[src/rtl/delay_chain_sequencer.sv]
// delay_chain_sequencer
// Sequences an external buffered flop delay chain through clear, launch and
// measure phases, then reports the clock-edge latency from chain input to
// chain output along with pass / timeout / stuck status.
//
// Optional feature macro: DCS_STICKY_FAIL_EN
//   defined   -> fail_sticky accumulates any non-passing run until rst_n
//   undefined -> fail_sticky is tied low and no register is built
//
// chain_clr and chain_din are driven straight from flops whose inputs are
// decoded from the next state, so they change only on clock edges and line
// up exactly with the CLEAR / LAUNCH / MEASURE states.

module delay_chain_sequencer #(
  parameter int DEPTH   = 5,
  parameter int TIMEOUT = 15,
  parameter int CNT_W   = 4
) (
  input  logic             clk,
  input  logic             rst_n,
  input  logic             start,
  output logic             chain_clr,
  output logic             chain_din,
  input  logic             chain_q,
  output logic             busy,
  output logic             done,
  output logic             pass,
  output logic             timeout_err,
  output logic             stuck_err,
  output logic [CNT_W-1:0] latency,
  output logic             fail_sticky
);

  // Depth and timeout expressed at counter width so comparisons match.
  localparam logic [CNT_W-1:0] DEPTH_C   = CNT_W'(DEPTH);
  localparam logic [CNT_W-1:0] TIMEOUT_C = CNT_W'(TIMEOUT);
  localparam logic [CNT_W-1:0] ONE_C     = CNT_W'(1);

  typedef enum logic [2:0] {
    IDLE    = 3'd0,
    CLEAR   = 3'd1,
    LAUNCH  = 3'd2,
    MEASURE = 3'd3,
    DONE    = 3'd4
  } state_t;

  state_t           state_q,     state_d;
  logic [CNT_W-1:0] cnt_q,       cnt_d;
  logic [CNT_W-1:0] latency_q,   latency_d;
  logic             pass_q,      pass_d;
  logic             timeout_q,   timeout_d;
  logic             stuck_q,     stuck_d;
  logic             chainClr_q,  chainClr_d;
  logic             chainDin_q,  chainDin_d;

  // Next-state, counter and result update; the timeout test sits ahead of
  // the increment so the measure counter can never wrap.
  always_comb begin
    state_d    = state_q;
    cnt_d      = cnt_q;
    latency_d  = latency_q;
    pass_d     = pass_q;
    timeout_d  = timeout_q;
    stuck_d    = stuck_q;

    case (state_q)
      IDLE: begin
        if (start) begin
          state_d   = CLEAR;
          pass_d    = 1'b0;
          timeout_d = 1'b0;
          stuck_d   = 1'b0;
          latency_d = '0;
        end
      end

      CLEAR: begin
        state_d = LAUNCH;
      end

      LAUNCH: begin
        if (chain_q) begin
          stuck_d = 1'b1;
          state_d = DONE;
        end else begin
          cnt_d   = ONE_C;
          state_d = MEASURE;
        end
      end

      MEASURE: begin
        if (chain_q) begin
          latency_d = cnt_q;
          pass_d    = (cnt_q == DEPTH_C);
          state_d   = DONE;
        end else if (cnt_q == TIMEOUT_C) begin
          timeout_d = 1'b1;
          latency_d = TIMEOUT_C;
          pass_d    = 1'b0;
          state_d   = DONE;
        end else begin
          cnt_d = cnt_q + ONE_C;
        end
      end

      DONE: begin
        state_d = IDLE;
      end

      default: begin
        state_d = IDLE;
      end
    endcase
  end

  // Chain control decoded from the state being entered, so the registered
  // copies are valid for the whole of that state.
  always_comb begin
    chainClr_d = (state_d == CLEAR);
    chainDin_d = (state_d == LAUNCH) || (state_d == MEASURE);
  end

  // State, counter, results and chain control registers.
  always_ff @(posedge clk or negedge rst_n) begin
    if (!rst_n) begin
      state_q    <= IDLE;
      cnt_q      <= '0;
      latency_q  <= '0;
      pass_q     <= 1'b0;
      timeout_q  <= 1'b0;
      stuck_q    <= 1'b0;
      chainClr_q <= 1'b0;
      chainDin_q <= 1'b0;
    end else begin
      state_q    <= state_d;
      cnt_q      <= cnt_d;
      latency_q  <= latency_d;
      pass_q     <= pass_d;
      timeout_q  <= timeout_d;
      stuck_q    <= stuck_d;
      chainClr_q <= chainClr_d;
      chainDin_q <= chainDin_d;
    end
  end

`ifdef DCS_STICKY_FAIL_EN
  logic failSticky_q, failSticky_d;

  // Any run that finishes without a pass latches the sticky flag.
  always_comb begin
    failSticky_d = failSticky_q;
    if ((state_q == DONE) && !pass_q) begin
      failSticky_d = 1'b1;
    end
  end

  // Sticky failure register, cleared only by reset.
  always_ff @(posedge clk or negedge rst_n) begin
    if (!rst_n) begin
      failSticky_q <= 1'b0;
    end else begin
      failSticky_q <= failSticky_d;
    end
  end

  assign fail_sticky = failSticky_q;
`else
  assign fail_sticky = 1'b0;
`endif

  assign chain_clr   = chainClr_q;
  assign chain_din   = chainDin_q;
  assign busy        = (state_q != IDLE);
  assign done        = (state_q == DONE);
  assign pass        = pass_q;
  assign timeout_err = timeout_q;
  assign stuck_err   = stuck_q;
  assign latency     = latency_q;

endmodule

[config.mk]
export PLATFORM = sky130hd
export DESIGN_NAME = delay_chain_sequencer
export DESIGN_NICKNAME = d
export VERILOG_FILES = /design/src/rtl/delay_chain_sequencer.sv
export SDC_FILE = /design/constraint.sdc
export NUM_CORES = 1
export LEC_CHECK = 0
export BUFFER_PORTS_ARGS = -buffer_cell sky130_fd_sc_hd__buf_2
export CAP_MARGIN = 0
export CORE_UTILIZATION = 35
export DETAILED_ROUTE_END_ITERATION = 8
export HOLD_SLACK_MARGIN = 0.08
export PLACE_DENSITY_LB_ADDON = 0.05
export SYNTH_ARGS = -nofsm -noshare
export SYNTH_HDL_FRONTEND = slang
export SYNTH_SLANG_ARGS = --single-unit
[constraint.sdc]
create_clock -name clk -period 3.8 [get_ports clk]
set_input_delay 0.57 -clock clk [delete_from_list [all_inputs] [get_ports clk]]
set_output_delay 0.57 -clock clk [all_outputs]
set_load 0.01 [all_outputs]
==> Implementation_results.wiki <==
{| class="wikitable"
! Metric !! Value
|-
| Result of the run || completed
|-
| Worst setup endpoint || busy
|-
| CTS max path bufs || 2
|-
| Clk pwr share || 13.9%
|-
| Share of the cycle needed by the critical path after routing || 48.72%
|-
| Number of primary I/O pins || 16
|-
| Starting density of the core || 38.48%
|-
| Core Box Area || 2042 um2
|-
| Overflow after GRT || 0
|-
| Synth top area share || 50.96%
|-
| Total of hold buffers inserted after clock tree synthesis || 0
|-
| Combined global-route utilization of all metal layers || 14.13%
|-
| Average via count per standard cell || 5.148
|-
| Total power || 638.5 uW
|-
| Area contributors post-synth || sky130_fd_sc_hd__dfrtp_1 (51%), sky130_fd_sc_hd__o221a_1 (5.7%), sky130_fd_sc_hd__a41oi_4 (3.5%)
|-
| Power per unit of standard cell area || 714.7 nW/um2
|-
| Internal || 388.3 uW
|-
| Weighted congestion at the end of routability-driven global placement || 0.6929
|-
| Power share of the sequential group || 47.6%
|-
| Setup crit end kind || output port
|-
| Beginning of the critical path || state_q[0]
|-
| Switching power summed over all nets || 250.2 uW
|-
| Drt first pass iters || 3
|-
| Capture point of the worst reg-to-reg path || cnt_q[0]
|-
| Initial antenna violation count || 0
|-
| Most frequent cells after synthesis || sky130_fd_sc_hd__dfrtp_1 (16), sky130_fd_sc_hd__nand2_1 (6), sky130_fd_sc_hd__inv_1 (4), sky130_fd_sc_hd__nor2_1 (4), sky130_fd_sc_hd__o221a_1 (4)
|-
| Final nets || 89
|-
| Slowest stage delay, CP || 0.53 ns
|-
| Setup skew after layout || 0.006126 ns
|-
| Part of the total power dissipated in combinational logic || 38.5%
|-
| Max capacitance violation total || 0
|-
| Via count of the first global-routing pass || 540
|-
| Most frequent cell after synthesis || sky130_fd_sc_hd__dfrtp_1
|-
| Startpoint type of the worst setup path || flip-flop
|-
| Library cell occupying the most area in the post-synthesis netlist || sky130_fd_sc_hd__dfrtp_1
|-
| Reg2Reg Setup Slack || 2.21 ns
|-
| Number of gates given a new drive strength after cts || 0
|-
| RSZ-0062 raised after global routing || false
|-
| Setup TNS || 0 ns
|-
| HPWL after DPL || 1055 um
|-
| Worst reg2reg startpoint || cnt_q[0]
|-
| Switching part of the total || 39.18%
|-
| Share of flip-flops with an asynchronous set or reset after synthesis || 100.0%
|-
| Routed wire per std cell || 13.35 um
|-
| Highest clock rate || 540.1 MHz
|-
| Sequential cell area fraction in the yosys report || 50.96%
|-
| Number of input and output port buffers inserted || 14
|-
| Post-detailed-route DRC marker count || 0
|-
| Chain of cells forming the critical path || nor3_1 > inv_1 > buf_2
|-
| First-pass GRT wire length || 2553 um
|-
| CTS buffer count || 3
|-
| Post-synthesis to final-layout area growth || 13.69%
|-
| Die height || 49.38 um
|-
| Data required time at the worst endpoint || 3.23 ns
|-
| Fraction of final layout cells with drive strength greater than 1 || 32.10%
|-
| Endpoint arrival time on the critical path || 1.28 ns
|-
| Mean instance size in the synthesized netlist || 11.91 um2
|-
| FF+latch count, synth || 16
|-
| Number of enable-type register cells in the synthesized netlist || 0
|-
| Number of distinct library cell variants in the gate-level netlist after synthesis || 28
|-
| 1st-iter DRT viols || 4
|-
| Std cell rows || 16
|-
| Total area of sequential cells || 400.4 um2
|-
| X dimension of the die || 49.38 um
|-
| Slowest CP cell || sky130_fd_sc_hd__dfrtp_1
|-
| Path depth of the worst reg2reg path || 4
|-
| Leakage || 0.0004430 uW
|-
| Cell count after synthesis || 66
|-
| Synthesized net count || 72
|-
| Crit-path max FO || 11
|-
| Number of H-tree levels || 1
|-
| Final Max Tran Viols || 0
|-
| Root buffer selected by CTS || sky130_fd_sc_hd__clkbuf_4
|-
| Maximum vdd ir drop || 0.2749 mV
|-
| Final cell utilization of the core || 43.75%
|-
| Class of the most critical hold timing path || input port to asynchronous set/reset pin
|-
| Shortest clock period the worst path allows after layout || 1.851 ns
|-
| Hold Violations, Final || 0
|-
| Fillers || 217
|-
| Clock sink count || 16
|-
| Hold_ws || 0.1812 ns
|-
| Synth Warn # || 0
|-
| Final setup vio count || 0
|-
| # diodes || 0
|-
| Final Non-Filler Cells || 108
|-
| Die ar. || 2438 um2
|-
| Total via count in the routed design || 556
|-
| Multi-input logic area || 351.6 um2
|-
| Kind of critical path || flip-flop to output port
|-
| Clock slew seen by the registers of the worst setup and hold paths || 0.09 ns
|-
| Number of setup buffers added after CTS || 0
|-
| Prevailing post-synth register cell || sky130_fd_sc_hd__dfrtp_1
|-
| Pin count of the biggest net entering global routing || 17
|-
| Final routed wirelength across all metal layers || 1442 um
|-
| Clock tree from TritonCTS || done
|-
| Residual antenna-violating net count after detailed routing || 0
|-
| Cell Count Post-Placement || 105
|-
| Clock network latency to the later pin of the worst-skew pair || 0.28 ns
|-
| Syn Std Cell Area || 785.8 um2
|}
-- layout make-up --
cell class	count	area share, %
Clock buffer	3	2.521
Inverter	4	1.681
Sequential cell	16	44.82
Timing Repair Buffer	14	7.843
Tap cell	27	3.782
Multi-Input combinational cell	44	39.36
-- registers in the layout, summed over array words and instances, names as in the netlist --
register and flops:
chain_clr 1, state_q 3, stuck_err 1, pass 1
latency 4, chain_din 1, timeout_err 1, cnt_q 4
-- through the flow --
stage	area (um2)	setup slack, ns
finish	893.4	1.949
CTS	893.4	1.936
global placement	870.8	2.254
global route	893.4	1.813
detailed placement	870.8	2.228
floorplan	785.8	2.338
-- how the worst min path moves through the flow --
stage,startpoint,to,slack [ns],cells after the start
4_1_cts,rst_n,latency[3],0.19,1
3_5_place_dp,rst_n,timeout_err,0.50,1
2_1_floorplan,rst_n,chain_clr,0.27,0
3_3_place_gp,timeout_err,timeout_err,0.48,2
6_report,rst_n,cnt_q[0],0.18,1
5_1_grt,rst_n,stuck_err,0.19,1
-- cells by family after synthesis --
family / Yosys count / share of synthesized area (%)
and+or+nand+nor: 25 / 21.34
DFF: 16 / 50.95
AOI/OAI and AO/OA: 13 / 15.29
buffers and inverters: 6 / 4.299
muxes: 3 / 4.458
adders and majority gates: 2 / 3.184
other: 1 / 0.4772
-- cells in the final DEF, fill, tap and decap left out, types with 3 or more instances in the layout --
cell type,synthesis,layout
sky130_fd_sc_hd__a21oi_1,3,3
sky130_fd_sc_hd__buf_2,0,14
sky130_fd_sc_hd__clkbuf_4,0,3
sky130_fd_sc_hd__dfrtp_1,16,16
sky130_fd_sc_hd__inv_1,4,4
sky130_fd_sc_hd__nand2_1,6,6
sky130_fd_sc_hd__nor2_1,4,4
sky130_fd_sc_hd__o221a_1,4,4
-- per-layer routing --
layer	wire (um)	share of wire (%)	GRT usage, %
met1	732	51	18.98
met2	625	43	21.00
met3	73	5.1	3.427
met4	10	0.69	7.143
met5	0	0	0
-- power groups by stage --
stage / Sequential [uW] / Combinational (uW) / Clock [uW]
2_1_floorplan: 301 / 180 / 0
3_3_place_gp: 308 / 251 / 0
3_5_place_dp: 307 / 247 / 0
4_1_cts: 303 / 248 / 90.2
5_1_grt: 316 / 280 / 103
6_report: 304 / 246 / 88.9
-- worst max-delay path, delay by kind of cell, from the launching register on --
kind / cells / cell delay (ns)
buf+inv: 2 / 0.20
flops: 1 / 0.53
simple gates: 1 / 0.28
Note: power is estimated with default switching activity, not from simulation.
